==> src/rtl/pwm_pkg.sv <==
// Shared constants and FSM state encoding for the PWM capture block.
package pwm_pkg;

    localparam int CW_DEFAULT   = 16;
    localparam int FILTER_DEPTH = 3;

    typedef enum logic [1:0] {
        IDLE,
        SYNC,
        HIGH,
        LOW
    } pwm_state_t;

endpackage

==> src/rtl/pwm_capture_if.sv <==
// Result and handshake bundle between pwm_capture (master) and its consumer (slave).
interface pwm_capture_if
    import pwm_pkg::*;
#(
    parameter int CW = CW_DEFAULT
);

    logic [CW-1:0] period;
    logic [CW-1:0] high;
    logic          valid;
    logic          ack;
    logic          overrun;
    logic          stuck;
    logic          stuck_lvl;

    modport master (
        output period, high, valid, overrun, stuck, stuck_lvl,
        input  ack
    );

    modport slave (
        input  period, high, valid, overrun, stuck, stuck_lvl,
        output ack
    );

endinterface

==> src/rtl/pwm_sync.sv <==
// Two-flop synchronizer bringing the asynchronous PWM input into the ck domain.
module pwm_sync (
    input  logic ck,
    input  logic rst_n,
    input  logic d,
    output logic q
);

    logic meta;

    always_ff @(posedge ck or negedge rst_n) begin
        if (!rst_n) begin
            meta <= 1'b0;
            q    <= 1'b0;
        end else begin
            meta <= d;
            q    <= meta;
        end
    end

endmodule

==> src/rtl/pwm_capture.sv <==
// PWM period/high-time capture with valid/ack handshake, overrun and stuck detection.
// Define PWM_CAPTURE_FILTER_EN to add a 3-sample glitch filter after the synchronizer.
module pwm_capture
    import pwm_pkg::*;
#(
    parameter int CW = CW_DEFAULT
) (
    input  logic          ck,
    input  logic          rst_n,
    input  logic          en,
    input  logic          pwm_in,
    pwm_capture_if.master res
);

    localparam logic [CW-1:0] CNT_MAX = '1;

    logic          sync_lvl;
    logic          lvl;
    logic          lvl_q;
    logic          rise;
    logic          fall;
    logic          sat;
    pwm_state_t    state;
    pwm_state_t    state_nx;
    logic [CW-1:0] cnt;
    logic [CW-1:0] high_cap;
    logic [CW-1:0] period_r;
    logic [CW-1:0] high_r;
    logic          valid_r;
    logic          overrun_r;
    logic          stuck_r;
    logic          stuck_lvl_r;
    logic          cnt_clr;
    logic          cnt_inc;
    logic          cap_high;
    logic          publish;
    logic          set_stuck;

    pwm_sync u_sync (
        .ck    (ck),
        .rst_n (rst_n),
        .d     (pwm_in),
        .q     (sync_lvl)
    );

`ifdef PWM_CAPTURE_FILTER_EN
    // A new level is only accepted once the last FILTER_DEPTH samples agree.
    logic [FILTER_DEPTH-2:0] hist;
    logic                    filt_q;

    assign lvl = (hist == {(FILTER_DEPTH-1){sync_lvl}}) ? sync_lvl : filt_q;

    always_ff @(posedge ck or negedge rst_n) begin
        if (!rst_n) begin
            hist   <= '0;
            filt_q <= 1'b0;
        end else begin
            hist   <= {hist[FILTER_DEPTH-3:0], sync_lvl};
            filt_q <= lvl;
        end
    end
`else
    assign lvl = sync_lvl;
`endif

    always_ff @(posedge ck or negedge rst_n) begin
        if (!rst_n) begin
            lvl_q <= 1'b0;
            rise  <= 1'b0;
            fall  <= 1'b0;
        end else begin
            lvl_q <= lvl;
            rise  <= lvl & ~lvl_q;
            fall  <= ~lvl & lvl_q;
        end
    end

    assign sat = (cnt == CNT_MAX);

    always_ff @(posedge ck or negedge rst_n) begin
        if (!rst_n) state <= IDLE;
        else        state <= state_nx;
    end

    // Saturation outranks edges so a wrapped count is never reported.
    always_comb begin
        state_nx = state;
        if (!en) begin
            state_nx = IDLE;
        end else begin
            case (state)
                IDLE: state_nx = SYNC;
                SYNC: if (!sat && rise) state_nx = HIGH;
                HIGH: if (sat) state_nx = SYNC; else if (fall) state_nx = LOW;
                LOW:  if (sat) state_nx = SYNC; else if (rise) state_nx = HIGH;
                default: state_nx = IDLE;
            endcase
        end
    end

    always_comb begin
        cnt_clr   = 1'b0;
        cnt_inc   = 1'b0;
        cap_high  = 1'b0;
        publish   = 1'b0;
        set_stuck = 1'b0;
        if (!en || state == IDLE) begin
            cnt_clr = 1'b1;
        end else if (sat) begin
            cnt_clr   = 1'b1;
            set_stuck = 1'b1;
        end else begin
            case (state)
                SYNC: begin
                    cnt_clr = rise;
                    cnt_inc = ~rise;
                end
                HIGH: begin
                    cnt_inc  = 1'b1;
                    cap_high = fall;
                end
                LOW: begin
                    publish = rise;
                    cnt_clr = rise;
                    cnt_inc = ~rise;
                end
                default: cnt_clr = 1'b1;
            endcase
        end
    end

    always_ff @(posedge ck or negedge rst_n) begin
        if (!rst_n) begin
            cnt         <= '0;
            high_cap    <= '0;
            period_r    <= '0;
            high_r      <= '0;
            valid_r     <= 1'b0;
            overrun_r   <= 1'b0;
            stuck_r     <= 1'b0;
            stuck_lvl_r <= 1'b0;
        end else begin
            if (cnt_clr)      cnt <= '0;
            else if (cnt_inc) cnt <= cnt + 1'b1;

            if (cap_high) high_cap <= cnt + 1'b1;

            if (publish) begin
                period_r <= cnt + 1'b1;
                high_r   <= high_cap;
                if (valid_r && !res.ack) overrun_r <= 1'b1;
            end else if (res.ack && valid_r) begin
                overrun_r <= 1'b0;
            end

            if (!en)                      valid_r <= 1'b0;
            else if (publish)             valid_r <= 1'b1;
            else if (res.ack && valid_r)  valid_r <= 1'b0;

            if (!en) begin
                stuck_r <= 1'b0;
            end else if (set_stuck) begin
                stuck_r     <= 1'b1;
                stuck_lvl_r <= lvl;
            end else if (rise) begin
                stuck_r <= 1'b0;
            end
        end
    end

    assign res.period    = period_r;
    assign res.high      = high_r;
    assign res.valid     = valid_r;
    assign res.overrun   = overrun_r;
    assign res.stuck     = stuck_r;
    assign res.stuck_lvl = stuck_lvl_r;

endmodule

==> src/flat_wrapper.sv <==
// flat-port wrapper written by rule: the top's interface ports become plain ports
module pwm_capture_flat import pwm_pkg::*;
#(
    parameter int CW = CW_DEFAULT
)
  (ck, rst_n, en, pwm_in, res_period, res_high, res_valid, res_overrun, res_stuck, res_stuck_lvl, res_ack);
  pwm_capture_if #(.CW(CW)) res_i ();
  input  logic ck;
  input  logic rst_n;
  input  logic en;
  input  logic pwm_in;
  output wire logic [$bits(res_i.period)-1:0] res_period;
  output wire logic [$bits(res_i.high)-1:0] res_high;
  output wire logic [$bits(res_i.valid)-1:0] res_valid;
  output wire logic [$bits(res_i.overrun)-1:0] res_overrun;
  output wire logic [$bits(res_i.stuck)-1:0] res_stuck;
  output wire logic [$bits(res_i.stuck_lvl)-1:0] res_stuck_lvl;
  input wire logic [$bits(res_i.ack)-1:0] res_ack;
  assign res_period = res_i.period;
  assign res_high = res_i.high;
  assign res_valid = res_i.valid;
  assign res_overrun = res_i.overrun;
  assign res_stuck = res_i.stuck;
  assign res_stuck_lvl = res_i.stuck_lvl;
  assign res_i.ack = res_ack;
  pwm_capture #(.CW(CW)) u_core (.ck(ck), .rst_n(rst_n), .en(en), .pwm_in(pwm_in), .res(res_i));
endmodule
==> config.mk <==
export PLATFORM = sky130hd
export DESIGN_NAME = pwm_capture_flat
export DESIGN_NICKNAME = d
export VERILOG_FILES = /design/src/rtl/pwm_pkg.sv /design/src/rtl/pwm_capture_if.sv /design/src/rtl/pwm_sync.sv /design/src/rtl/pwm_capture.sv /design/src/flat_wrapper.sv
export SDC_FILE = /design/constraint.sdc
export NUM_CORES = 1
export LEC_CHECK = 0
export ABC_AREA = 0
export CAP_MARGIN = 20
export CORE_MARGIN = 2
export CORE_UTILIZATION = 44
export DETAILED_ROUTE_END_ITERATION = 16
export PLACE_DENSITY = 0.66
export SETUP_SLACK_MARGIN = 0.05
export SYNTH_ARGS = -nofsm -noshare
export SYNTH_HDL_FRONTEND = slang
export SYNTH_SLANG_ARGS = --single-unit
==> constraint.sdc <==
create_clock -name ck -period 2.8 [get_ports ck]
set_input_delay 0.84 -clock ck [delete_from_list [all_inputs] [get_ports ck]]
set_output_delay 0.84 -clock ck [all_outputs]
set_load 0.01 [all_outputs]
After elaboration in Yosys (flattened, before gate mapping):

Cells that the tools add are included.

* register bits: 75
* word-level logic and storage cells: 75

* muxes and demuxes: 31
* bitwise gates (word level): 5
* add/subtract/negate cells: 1
* equality and inequality tests: 10
* reductions and logical operators: 14

Operators by type and width (count)
* $mux 16: 2
* $mux 1: 20
* $add 16x1->16 const B: 1
* $eq 16x16->1 const B: 1
* $mux 2: 6
* $ne 4x2->1 const B: 2
* $pmux 2 s4: 1
* $ne 3x1->1 const B: 2
* $eq 2x2->1 const B: 2
* $pmux 1 s2: 2
* $reduce_and 2->1: 2
* $reduce_bool 2->1: 2
* $logic_and 1x1->1: 3
* $logic_not 1->1: 3
* $ne 3x2->1 const B: 1
* $not 1->1: 3
* $reduce_and 3->1: 1
* $and 1x1->1: 2
* $eq 2x1->1 const B: 1
* $logic_not 2->1: 1
* $ne 2x2->1 const B: 1
* $reduce_or 2->1: 1
* $logic_or 1x1->1: 1

Depth between registers and ports, before layout:

Gate-level depths: netlist (run 1).

* depth in word-level cells: 7
* depth in mapped cells: 6
* mapped depth without buffers: 5

By module:

A second synthesis (run 1) with hierarchy kept.

* cell total of the unflattened synthesis: 218
* area total of the unflattened synthesis: 3148.0 um^2

Modules (own cells, without submodules)
* pwm_capture: area an instance 3098.0 um^2, cells an instance 216, instances 1
* pwm_sync: area an instance 50.0 um^2, cells an instance 2, instances 1

Worst setup path after synthesis (run 1):

No wires, ideal clock.

* kind: input -> register
* start point: input en
* end point: register u_core.high_r[0], in the netlist u_core.res.high[0]
* stages on the path: 5
* data required time: 2.675 ns
* path slack: 0.605 ns
* arrival time: 2.070 ns
* path buffers: 2
* cell sequence: clkbuf_1 nand4_1 nor2_2 buf_6 mux2_2

* word-level cells in the longest chain between the ends: 3

Ends and longest elaborated chain
* from (decl): line flat_wrapper.sv:10 `input logic en;`
* $logic_not 1->1
* $logic_or 1x1->1: line pwm_capture.sv:107 `if (!en || state == IDLE) begin`
* $mux 1: line pwm_capture.sv:107
* to (signal assigned): line pwm_capture.sv:150 `high_r <= high_cap;`
* to (decl): line pwm_capture.sv:28 `logic [CW-1:0] high_r;`

No other way between the ends.
A chain may end at the register's enable or synchronous reset.

Worst setup path in the final report (run 1):

* start point: register u_core.cnt[0]
* end point: register u_core.high_r[13], in the netlist u_core.res.high[13]

* word-level cells in the longest chain between the ends: 3

Ends and longest elaborated chain
* from (decl): line pwm_capture.sv:25 `logic [CW-1:0] cnt;`
* from (signal assigned): line pwm_capture.sv:144 `else if (cnt_inc) cnt <= cnt + 1'b1;`
* $eq 16x16->1: line pwm_capture.sv:78 `assign sat = (cnt == CNT_MAX);`
* $mux 1: line pwm_capture.sv:109 `end else if (sat) begin`
* $mux 1: line pwm_capture.sv:107

No other way between the ends.

==> reports/qor.json, run 1 <==
{
  "logic_synthesis": {
    "netlist_top_cells_area": "dfrtp_1 (61%), mux2_2 (12%), mux2_1 (3.6%)",
    "yosysUniqueCellTypes": 36,
    "yosys_warnings": 0,
    "syn-num-nets": 230,
    "synth_sequential_area_ratio_pct": 60.8,
    "synthDominantAreaCellType": "dfrtp_1",
    "synth_top_area_share_pct": 60.8,
    "postSynthAreaPerCell_um2": 13.8,
    "postSynthCellCount": 224,
    "post_synth_instance_area_um2": 3090,
    "postSynthRegisterBits": 75
  },
  "route": {
    "dr.pass1.iters": 4,
    "totalWireLength_mm": 4.95,
    "wl_per_cell_um": 13.2,
    "initialDrtViolationCount": 67,
    "vias_after_detailed_routing": 1847,
    "drt.antenna.violating_nets": 0,
    "route.detailed.vias_per_inst": 4.91,
    "drc": 0
  },
  "sta": {
    "fmaxAchievable_mhz": 444,
    "worst_slew_margin_rel_pct": 63.3,
    "timing.setup.tns_ns": 0,
    "finalCritPeriodShare_pct": 80.4,
    "tightest_slew_ns": 0.550,
    "hold_viol": 0,
    "finalWorstPathRequiredPeriod_ns": 2.25,
    "maxSlewViolCount": 0,
    "final_skew_ns": 0.00579,
    "grt_setup_unrepaired": "false",
    "report.final.setup_viol": 0
  },
  "setup_path": {
    "end_kind": "flop",
    "required_ns": 3.03,
    "crit_slowest_cell": "dfrtp_1",
    "critical_path_peak_fanout": 18,
    "cell_occurring_most_often_along_the_worst_timing_path": "buf_4",
    "timing.critical_path.arrival_ns": 2.48,
    "cp_cell_sequence": "ha_1, nand4_1, nor4_4, buf_4, nor2_2, buf_4, mux2_1",
    "slowest_cell_delay_on_critical_path_ns": 0.49,
    "worstSetupPathType": "flop to flop",
    "critPathLaunchType": "flop"
  },
  "power": {
    "leakagePower_uw": 0.00182,
    "total_power_uw": 2100,
    "vdd_drop_max_v": 0.000321,
    "power-per-cell-area_nw_per_um2": 550
  },
  "min_path": {
    "timing.hold.worst.class": "flop to flop"
  },
  "clock_tree": {
    "clk_pin_slew_ns": 0.07,
    "cts_num_sinks": 75,
    "max-clock-path-buffers": 2,
    "postCtsSetupRepairBufs": 0,
    "clock_tree.htree_level_count": 3,
    "ctsRootBufferMaster": "clkbuf_8",
    "postCtsResizedCells": 0,
    "tritoncts.num_buffers": 9,
    "worst_skew_pair.late_latency_ns": 0.34,
    "hold_buffers": 0,
    "clock_tree_from_tritoncts": "yes"
  },
  "layout": {
    "drive_above_1_share_pct": 22.1,
    "syn2layout_area_growth_pct": 23.8,
    "final_net_count": 281,
    "antenna-diode-count": 0
  },
  "placed_design": {
    "io_buffers": 40,
    "routability_driven_placement_congestion_ratio": 0.809,
    "place.detailed.hpwl_mm": 3.35
  },
  "run": {
    "maxCapViolCount": 0
  },
  "die": {
    "dieArea_um2": 7700,
    "die_height_um": 87.7,
    "initial_core_util_pct": 45.4,
    "core_um2": 6790,
    "top_level_ports": 41,
    "die-width_um": 87.7,
    "core.rowCount": 30
  },
  "global_route": {
    "gr-total-overflow": 0,
    "grt_max_degree": 44,
    "grt_antenna_before_repair": 0,
    "via_count_of_the_first_global_routing_pass": 1854,
    "grt_pass1_wl_mm": 8.85,
    "grt_usage_pct": 15.2
  },
  "status": {
    "status": "finished clean"
  }
}
-- placed cells by master, fill, tap and decap left out, types with 2 or more instances in the layout --
cell type	synthesis	routed
xor2_1	6	6
inv_1	9	9
nand3_1	7	7
nand3b_1	2	2
o21ai_0	5	5
xnor2_1	8	8
nor2b_1	15	15
nor3_1	5	5
clkinv_2	0	2
o31ai_1	3	3
clkbuf_8	0	12
buf_4	0	7
nand4_1	5	5
nor4_1	3	3
nand2_1	2	2
mux2i_1	3	3
a21oi_1	2	2
mux2_1	10	10
clkdlybuf4s50_1	0	39
nor2_1	7	7
nor3b_1	2	2
a21boi_0	2	2
nand2b_1	2	2
dfrtp_1	75	75
mux2_2	33	33
-- worst max-delay path: cells and delay by family, from the launching register on --
family,cells,cell delay [ns]
and+or+nand+nor,3,0.57
DFF,1,0.49
buffers and inverters,2,0.45
muxes,1,0.32
adders and majority gates,1,0.30
-- area by class of cell --
type	instances	area, um^2
fill	580	2980
sequential	75	1880
multi-input combinational	133	1110
timing repair buffer	47	463
clock buffer	12	165
tap	96	120
clock inverter	4	47.5
inverter	9	33.8
-- layer usage --
layer | up-vias | routed length, um | GRT usage, %
li1 | 883 | - | -
met1 | 921 | 2380 | 20.2
met2 | 32 | 2270 | 23.0
met3 | 11 | 167 | 3.68
met4 | 0 | 131 | 8.39
met5 | - | 0 | 0
-- power breakdown --
part	switching [uW]	internal, uW
logic	54.3	52.4
clock network	377	481
registers	21.0	1110
total	452	1650
-- state kept, by name (all words and copies together) (netlist names) --
| signal | cells |
|---|---|
| u_core.res.period | 16 |
| u_core.u_sync.q | 1 |
| u_core.u_sync.meta | 1 |
| u_core.lvl_q | 1 |
| u_core.res.overrun | 1 |
| u_core.state | 2 |
| u_core.res.stuck_lvl | 1 |
| u_core.res.high | 16 |
| u_core.res.valid | 1 |
| u_core.rise | 1 |
| u_core.high_cap | 16 |
| u_core.cnt | 16 |
| u_core.res.stuck | 1 |
| u_core.fall | 1 |
-- per-stage QoR --
| step | worst slack, ns | instances | hold WS (ns) | cell area, um^2 | util, % |
|---|---|---|---|---|---|
| after CTS | 0.524 | 376 | 0.352 | 3820 | 56.2 |
| after floorplan | 0.605 | 224 | 0.331 | 3090 | - |
| final | 0.549 | 376 | 0.351 | 3820 | 56.2 |
| after global placement | 0.391 | 360 | 0.334 | 3610 | 53.1 |
| after detailed placement | 0.409 | 360 | 0.335 | 3610 | 53.1 |
| after global routing | 0.397 | 376 | 0.374 | 3820 | 56.2 |
-- Yosys cell counts --
master    number
dfrtp_1       75
mux2_2        33
nor2b_1       15
mux2_1        10
inv_1          9
xnor2_1        8
nand3_1        7
nor2_1         7
xor2_1         6
nand4_1        5
nor3_1         5
o21ai_0        5
buf_6          3
mux2i_1        3
nor4_1         3
o31ai_1        3
a21boi_0       2
a21oi_1        2
buf_2          2
nand2_1        2
nand2b_1       2
nand3b_1       2
nor3b_1        2
a211o_1        1
a22oi_1        1
and2_1         1
and3_1         1
buf_8          1
clkbuf_1       1
ha_1           1
nand3_2        1
nand4_2        1
nand4b_4       1
nor2_2         1
nor4_4         1
o21a_1         1
-- logic make-up after synthesis --
kind of cell	count (synthesis)	share of synthesized area [%]
AO/OA/AOI/OAI	15	3.12
XOR/XNOR	14	3.97
adder cells (fa/ha/maj)	1	0.405
buffers and inverters	16	3.12
flip-flops	75	60.8
multiplexers	46	16.7
AND/OR/NAND/NOR	57	11.9
-- worst paths after layout --
| kind | from | to | slack (ns) | cells past startpoint |
|---|---|---|---|---|
| worst max-delay path | u_core.cnt[0]$_DFFE_PN0P_ | u_core.res.high[13]$_DFFE_PN0P_ | 0.55 | 7 |
| worst min-delay path | u_core.u_sync.meta$_DFF_PN0_ | u_core.u_sync.q$_DFF_PN0_ | 0.35 | 0 |
| worst max register to register | u_core.cnt[0]$_DFFE_PN0P_ | u_core.res.high[13]$_DFFE_PN0P_ | 0.55 | 7 |
| worst min register to register | u_core.u_sync.meta$_DFF_PN0_ | u_core.u_sync.q$_DFF_PN0_ | 0.35 | 0 |
| max in group asynchronous | rst_n | u_core.high_cap[9]$_DFFE_PN0P_ | 1.76 | 2 |
| min in group asynchronous | rst_n | u_core.res.high[2]$_DFFE_PN0P_ | 0.48 | 1 |
(Power assumes the default switching activity.)
==> run 2: changes to the inputs <==
Settings changed: PLACE_DENSITY 0.66 to 0.69.
Clock period 2.8 ns to 1.93 ns, I/O delays scaled along.
==> run 2 against run 1 <==
Net effect:
- sequential power grew 45%
- combinational power grew 60%
- worst hold slack lost 0.11 ns
- critical path type is now flop to output pin
- highest routed layer unchanged
- flip-flop and latch count is the same
- clock power up 21%
- largest cell class unchanged
- cell count is 3.2% higher
- worst setup slack got worse by 0.46 ns
==> reports/qor.json, run 2 (synthesis results as in run 1) <==
{
  "power": {
    "vdd_drop_max": {"value": 0.000387, "unit": "V", "change": "+20%"},
    "power.combinational.fraction": {"value": 6.0, "unit": "%", "change": "+0.9 points"},
    "p_int": {"value": 2160, "unit": "uW", "change": "+31%"},
    "share_clk_of_total_power": {"value": 36.6, "unit": "%", "change": "-4.3 points"},
    "power.net_switching": {"value": 697, "unit": "uW", "change": "+54%"},
    "leakagePower": {"value": 0.00195, "unit": "uW", "change": "+7.5%"},
    "p_sw_share": {"value": 24.4, "unit": "%", "change": "+2.8 points"},
    "seq_power_share": {"value": 57.4, "unit": "%", "change": "+3.4 points"},
    "total_power": {"value": 2860, "unit": "uW", "change": "+36%"},
    "power-per-cell-area": {"value": 733, "unit": "nW/um^2", "change": "+33%"}
  },
  "setup_path": {
    "cp.buffers_inverters": {"value": 1, "change": "-1"},
    "regToRegSetupSlack": {"value": 0.14, "unit": "ns", "change": "-0.41 ns"},
    "crit-reg2reg-capture": "u_core.res.high[13]$_DFFE_PN0P_",
    "required": {"value": 1.35, "unit": "ns", "change": "-1.68 ns"},
    "rr_worst_depth": {"value": 7, "change": "unchanged"},
    "slowest_cell_delay_on_critical_path": {"value": 0.55, "unit": "ns", "change": "+0.06 ns"},
    "cp-startpoint": "u_core.res.period[3]$_DFFE_PN0P_",
    "critPathLaunchType": "flop",
    "cp_cell_sequence": "clkdlybuf4s50_1",
    "timing.critical_path.arrival": {"value": 1.26, "unit": "ns", "change": "-1.22 ns"},
    "critPathTopFamily": "buffers and inverters",
    "critical_path_peak_fanout": {"value": 2, "change": "-16"},
    "end_kind": "output pin",
    "crit_slowest_cell": "clkdlybuf4s50_1",
    "worstSetupPathType": "flop to output pin",
    "reg2reg_from": "u_core.cnt[1]$_DFFE_PN0P_"
  },
  "clock_tree": {
    "worst_skew_pair.late_latency": {"value": 0.35, "unit": "ns", "change": "about the same"},
    "clk_pin_slew": {"value": 0.08, "unit": "ns", "change": "about the same"},
    "postCtsSetupRepairBufs": {"value": 0, "change": "unchanged"},
    "tritoncts.num_buffers": {"value": 9, "change": "unchanged"},
    "clock_tree.htree_level_count": {"value": 3, "change": "unchanged"},
    "max-clock-path-buffers": {"value": 2, "change": "unchanged"},
    "ctsRootBufferMaster": "clkbuf_8",
    "clock_tree_from_tritoncts": "yes",
    "cts_num_sinks": {"value": 75, "change": "unchanged"}
  },
  "sta": {
    "finalWorstPathRequiredPeriod_ns": 1.84,
    "grt_setup_unrepaired": "false",
    "worst_slew_margin_rel": {"value": 73.8, "unit": "%", "change": "+10 points"},
    "maxSlewViolCount": {"value": 0, "change": "unchanged"},
    "tightest_slew": {"value": 0.393, "unit": "ns", "change": "-0.157 ns"},
    "final_skew": {"value": 0.00627, "unit": "ns", "change": "+0.000474 ns"},
    "fmaxAchievable_mhz": 543,
    "report.final.setup_viol": {"value": 0, "change": "unchanged"},
    "finalCritPeriodShare_pct": 95.4,
    "hold_viol": {"value": 0, "change": "unchanged"},
    "timing.setup.tns": {"value": 0, "unit": "ns", "change": "unchanged"}
  },
  "route": {
    "initialDrtViolationCount": {"value": 40, "change": "-40%"},
    "wl_per_cell": {"value": 13.6, "unit": "um", "change": "+3.6%"},
    "vias_after_detailed_routing": {"value": 1916, "change": "+3.7%"},
    "totalWireLength": {"value": 5.29, "unit": "mm", "change": "+6.9%"},
    "drc": {"value": 0, "change": "unchanged"},
    "drt.antenna.violating_nets": {"value": 0, "change": "unchanged"},
    "dr.pass1.iters": {"value": 4, "change": "unchanged"},
    "route.detailed.vias_per_inst": {"value": 4.94, "change": "+0.53%"}
  },
  "layout": {
    "mostFrequentLayoutCell": "dfrtp_1",
    "final_util": {"value": 57.4, "unit": "%", "change": "+1.2 points"},
    "layout_common_cells": "dfrtp_1 (75), mux2_2 (33), clkdlybuf4s50_1 (33)",
    "drive_above_1_share": {"value": 25.7, "unit": "%", "change": "+3.5 points"},
    "syn2layout_area_growth_pct": 26.4,
    "final_cells": {"value": 388, "change": "+3.2%"},
    "final_net_count": {"value": 293, "change": "+4.3%"},
    "finalInstanceArea": {"value": 3900, "unit": "um^2", "change": "+2.1%"},
    "antenna-diode-count": {"value": 0, "change": "unchanged"}
  },
  "global_route": {
    "via_count_of_the_first_global_routing_pass": {"value": 1855, "change": "+0.054%"},
    "grt_pass1_wl": {"value": 8.95, "unit": "mm", "change": "+1.2%"},
    "grt_usage": {"value": 15.5, "unit": "%", "change": "+0.35 points"},
    "gr-total-overflow": {"value": 0, "change": "unchanged"},
    "grt_max_degree": {"value": 76, "change": "+73%"},
    "grt_antenna_before_repair": {"value": 0, "change": "unchanged"}
  },
  "die": {
    "initial_core_util": {"value": 45.4, "unit": "%", "change": "unchanged"},
    "core": {"value": 6790, "unit": "um^2", "change": "unchanged"},
    "core.rowCount": {"value": 30, "change": "unchanged"},
    "die_height": {"value": 87.7, "unit": "um", "change": "unchanged"},
    "top_level_ports": {"value": 41, "change": "unchanged"},
    "die-width": {"value": 87.7, "unit": "um", "change": "unchanged"},
    "dieArea": {"value": 7700, "unit": "um^2", "change": "unchanged"}
  },
  "placed_design": {
    "place.detailed.hpwl": {"value": 3.62, "unit": "mm", "change": "+7.9%"},
    "placed_area": {"value": 3720, "unit": "um^2", "change": "+3.1%"},
    "dp.cells": {"value": 372, "change": "+3.3%"},
    "io_buffers": {"value": 40, "change": "unchanged"},
    "routability_driven_placement_congestion_ratio": {"value": 0.813, "change": "+0.52%"}
  },
  "status": {
    "status": "finished clean"
  },
  "run": {
    "maxCapViolCount": {"value": 0, "change": "unchanged"}
  },
  "min_path": {
    "timing.hold.worst.class": "input port to asynchronous set/reset pin"
  }
}
## run 2: per-layer routing
metal	wire, um	share of wire (%)	track usage (%)
met5	0	0	0
met3	193	3.6	4.52
met2	2370	45	22.4
met1	2610	49	21.3
met4	115	2.2	8.39
## run 2: how the worst max path moves through the flow
stage                                       endpoint  slack, ns  cells after the start
floorplan            u_core.high_cap[10]$_DFFE_PN0P_       0.08                      6
global placement    u_core.res.period[7]$_DFFE_PN0P_      -0.17                      5
detailed placement  u_core.res.period[7]$_DFFE_PN0P_      -0.25                      5
CTS                                    res_period[8]       0.07                      1
global route                            res_high[11]       0.05                      1
finish                                 res_period[3]       0.09                      1
## run 2: area by class of cell
cell class / instances / area, um^2
fillers: 565 / 2900
flip-flops and latches: 75 / 1880
multi-input cells: 133 / 1120
repair buffers: 59 / 574
clock buffers: 9 / 124
well taps: 96 / 120
clock inverters: 7 / 45.0
inverters: 9 / 33.8
## run 2: timing repair
action,4_1_cts,5_1_grt
gates resized for setup,1,5
hold buffers,0,0
endpoints found under the setup margin,1,5
## run 2: metrics by stage
stage / hold slack [ns] / setup slack [ns]
after detailed placement: 0.341 / -0.250
after global routing: 0.273 / 0.0512
after CTS: 0.248 / 0.0678
after floorplan: 0.283 / 0.0780
after global placement: 0.334 / -0.172
final: 0.238 / 0.0896
## run 2: power by group through the flow
stage	Clock (uW)	Combinational (uW)	Sequential, uW
after floorplan	0	57.0	1680
after global placement	0	173	1670
after detailed placement	0	176	1670
after CTS	1080	176	1640
after global routing	1150	192	1650
final	1040	171	1640
==> run 3: changes to the inputs <==
==> constraint.sdc (replaced) <==
create_clock -name ck -period 1.93 [get_ports ck]
set_input_delay 0.579 -clock ck [delete_from_list [all_inputs] [get_ports ck]]
set_output_delay 0.579 -clock ck [all_outputs]
set_load 0.005 [all_outputs]
==> run 3 against run 2 <==
Net effect:
- combinational power is 5% lower
- maximum frequency is 1.9% higher
- die area stayed put
- flip-flop and latch count stayed put
- core utilization is 0.13 points lower
- cell count stayed put
- global-route usage stayed put
- clock power hardly changed
- largest power group unchanged
- highest routed layer unchanged
==> reports/qor.json, run 3 (synthesis results as in run 1) <==
{
  "status": {
    "status": "finished clean"
  },
  "setup_path": {
    "regToRegSetupSlack": {"value": 0.14, "unit": "ns", "change": "about the same"},
    "timing.critical_path.arrival": {"value": 1.23, "unit": "ns", "change": "-0.03 ns"},
    "required": {"value": 1.35, "unit": "ns", "change": "about the same"},
    "crit_slowest_cell": "clkdlybuf4s50_1",
    "critPathLaunchType": "flop",
    "cp.buffers_inverters": {"value": 1, "change": "unchanged"},
    "worstSetupPathType": "flop to output pin",
    "slowest_cell_delay_on_critical_path": {"value": 0.52, "unit": "ns", "change": "-0.03 ns"},
    "critical_path_peak_fanout": {"value": 2, "change": "unchanged"},
    "cp_cell_sequence": "clkdlybuf4s50_1",
    "critPathTopFamily": "buffers and inverters",
    "end_kind": "output pin"
  },
  "route": {
    "vias_after_detailed_routing": {"value": 1919, "change": "+0.16%"},
    "route.layer.met1.wl": {"value": 2.60, "unit": "mm", "change": "-0.46%"},
    "initialDrtViolationCount": {"value": 38, "change": "-5.0%"},
    "dr.pass1.iters": {"value": 4, "change": "unchanged"},
    "drt.antenna.violating_nets": {"value": 0, "change": "unchanged"},
    "detailroute.wirelength.met2": {"value": 2.37, "unit": "mm", "change": "-0.13%"},
    "drc": {"value": 0, "change": "unchanged"},
    "totalWireLength": {"value": 5.27, "unit": "mm", "change": "-0.40%"},
    "dr_wl_met3": {"value": 188, "unit": "um", "change": "-2.6%"},
    "route.detailed.vias_per_inst": {"value": 4.95, "change": "+0.16%"},
    "wl_per_cell": {"value": 13.6, "unit": "um", "change": "-0.40%"},
    "routed.top_layer": "met4"
  },
  "clock_tree": {
    "clock_tree_from_tritoncts": "yes",
    "max-clock-path-buffers": {"value": 2, "change": "unchanged"},
    "tritoncts.num_buffers": {"value": 9, "change": "unchanged"},
    "cts_num_sinks": {"value": 75, "change": "unchanged"},
    "ctsRootBufferMaster": "clkbuf_8",
    "clock_tree.htree_level_count": {"value": 3, "change": "unchanged"},
    "hold_buffers": {"value": 0, "change": "unchanged"},
    "worst_skew_pair.late_latency": {"value": 0.35, "unit": "ns", "change": "about the same"},
    "clk_pin_slew": {"value": 0.08, "unit": "ns", "change": "about the same"}
  },
  "sta": {
    "timing.setup.tns": {"value": 0, "unit": "ns", "change": "unchanged"},
    "report.final.setup_viol": {"value": 0, "change": "unchanged"},
    "final_skew": {"value": 0.00614, "unit": "ns", "change": "-0.000126 ns"},
    "maxSlewViolCount": {"value": 0, "change": "unchanged"},
    "tightest_slew": {"value": 0.393, "unit": "ns", "change": "-0.0000998 ns"},
    "finalCritPeriodShare": {"value": 93.6, "unit": "%", "change": "-1.8 points"},
    "grt_setup_unrepaired": "false",
    "fmaxAchievable": {"value": 554, "unit": "MHz", "change": "+1.9%"},
    "finalWorstPathRequiredPeriod": {"value": 1.81, "unit": "ns", "change": "-0.0347 ns"},
    "worst_slew_margin_rel": {"value": 73.8, "unit": "%", "change": "about the same"},
    "hold_viol": {"value": 0, "change": "unchanged"}
  },
  "power": {
    "power-per-cell-area": {"value": 732, "unit": "nW/um^2", "change": "about the same"},
    "vdd_drop_max": {"value": 0.000387, "unit": "V", "change": "about the same"},
    "power.combinational.fraction": {"value": 5.7, "unit": "%", "change": "-0.3 points"},
    "share_clk_of_total_power": {"value": 36.7, "unit": "%", "change": "about the same"},
    "seq_power_share": {"value": 57.6, "unit": "%", "change": "+0.2 points"},
    "p_int": {"value": 2160, "unit": "uW", "change": "about the same"},
    "power.net_switching": {"value": 689, "unit": "uW", "change": "-1.1%"},
    "p_sw_share": {"value": 24.2, "unit": "%", "change": "-0.21 points"},
    "leakagePower": {"value": 0.00188, "unit": "uW", "change": "-4.0%"}
  },
  "global_route": {
    "gr-total-overflow": {"value": 0, "change": "unchanged"},
    "grt_usage": {"value": 15.5, "unit": "%", "change": "unchanged"},
    "grt_max_degree": {"value": 76, "change": "unchanged"},
    "via_count_of_the_first_global_routing_pass": {"value": 1855, "change": "unchanged"},
    "grt_antenna_before_repair": {"value": 0, "change": "unchanged"},
    "grt_pass1_wl": {"value": 8.95, "unit": "mm", "change": "unchanged"}
  },
  "placed_design": {
    "io_buffers": {"value": 40, "change": "unchanged"},
    "place.detailed.hpwl": {"value": 3.62, "unit": "mm", "change": "unchanged"},
    "routability_driven_placement_congestion_ratio": {"value": 0.813, "change": "unchanged"},
    "dp.cells": {"value": 372, "change": "unchanged"}
  },
  "layout": {
    "final_cells": {"value": 388, "change": "unchanged"},
    "drive_above_1_share": {"value": 25.7, "unit": "%", "change": "unchanged"},
    "syn2layout_area_growth_pct": 26.1,
    "layout_common_cells": "dfrtp_1 (75), clkdlybuf4s50_1 (38), mux2_2 (33)",
    "mostFrequentLayoutCell": "dfrtp_1",
    "final_util": {"value": 57.3, "unit": "%", "change": "-0.13 points"},
    "antenna-diode-count": {"value": 0, "change": "unchanged"},
    "final_net_count": {"value": 293, "change": "unchanged"}
  },
  "die": {
    "die_height": {"value": 87.7, "unit": "um", "change": "unchanged"},
    "initial_core_util": {"value": 45.4, "unit": "%", "change": "unchanged"},
    "core": {"value": 6790, "unit": "um^2", "change": "unchanged"},
    "die-width": {"value": 87.7, "unit": "um", "change": "unchanged"},
    "dieArea": {"value": 7700, "unit": "um^2", "change": "unchanged"},
    "core.rowCount": {"value": 30, "change": "unchanged"},
    "top_level_ports": {"value": 41, "change": "unchanged"}
  },
  "min_path": {
    "timing.hold.worst.class": "input port to asynchronous set/reset pin"
  },
  "run": {
    "maxCapViolCount": {"value": 0, "change": "unchanged"}
  }
}
## run 3: cell type report
class / count / area (um^2)
tap: 96 / 120
inverter: 9 / 33.8
sequential: 75 / 1880
clock buffer: 9 / 124
clock inverter: 7 / 45.0
fill: 568 / 2900
multi-input combinational: 133 / 1120
timing repair buffer: 59 / 566
## run 3: path summary, 6_finish.rpt
check / depth (start not counted) / to / start
max in group asynchronous: 2 / u_core.fall$_DFF_PN0_ / rst_n
hold reg to reg: 0 / u_core.u_sync.q$_DFF_PN0_ / u_core.u_sync.meta$_DFF_PN0_
hold / removal: 2 / u_core.res.high[8]$_DFFE_PN0P_ / rst_n
min in group ck: 0 / u_core.u_sync.q$_DFF_PN0_ / u_core.u_sync.meta$_DFF_PN0_
setup / recovery: 1 / res_period[3] / u_core.res.period[3]$_DFFE_PN0P_
setup reg to reg: 7 / u_core.res.high[13]$_DFFE_PN0P_ / u_core.cnt[1]$_DFFE_PN0P_
## run 3: stage by stage
step | hold slack [ns] | total power (uW) | instance area [um^2] | setup slack [ns]
after floorplan | 0.283 | 1730 | 3100 | 0.0780
after global placement | 0.334 | 1840 | 3720 | -0.172
after detailed placement | 0.341 | 1840 | 3720 | -0.250
after global routing | 0.273 | 2980 | 3890 | 0.0584
final | 0.238 | 2850 | 3890 | 0.124
after CTS | 0.248 | 2890 | 3890 | 0.0769
## run 3: power groups by stage
stage | logic (uW) | clock network, uW | registers, uW
after global placement | 165 | 0 | 1670
after floorplan | 57.0 | 0 | 1670
after CTS | 169 | 1080 | 1640
final | 163 | 1040 | 1640
after global routing | 184 | 1150 | 1650
after detailed placement | 168 | 0 | 1670
## run 3: layer usage
layer,track usage (%),up-vias
met4,8.39,0
met2,22.4,36
met1,21.3,965
met3,4.52,11
met5,0,-
li1,-,907
## run 3: repair_timing
action | 4_1_cts | 5_1_grt
gates resized for setup | 0 | 1
buffers inserted | 0 | 0
setup endpoints to repair | 0 | 1
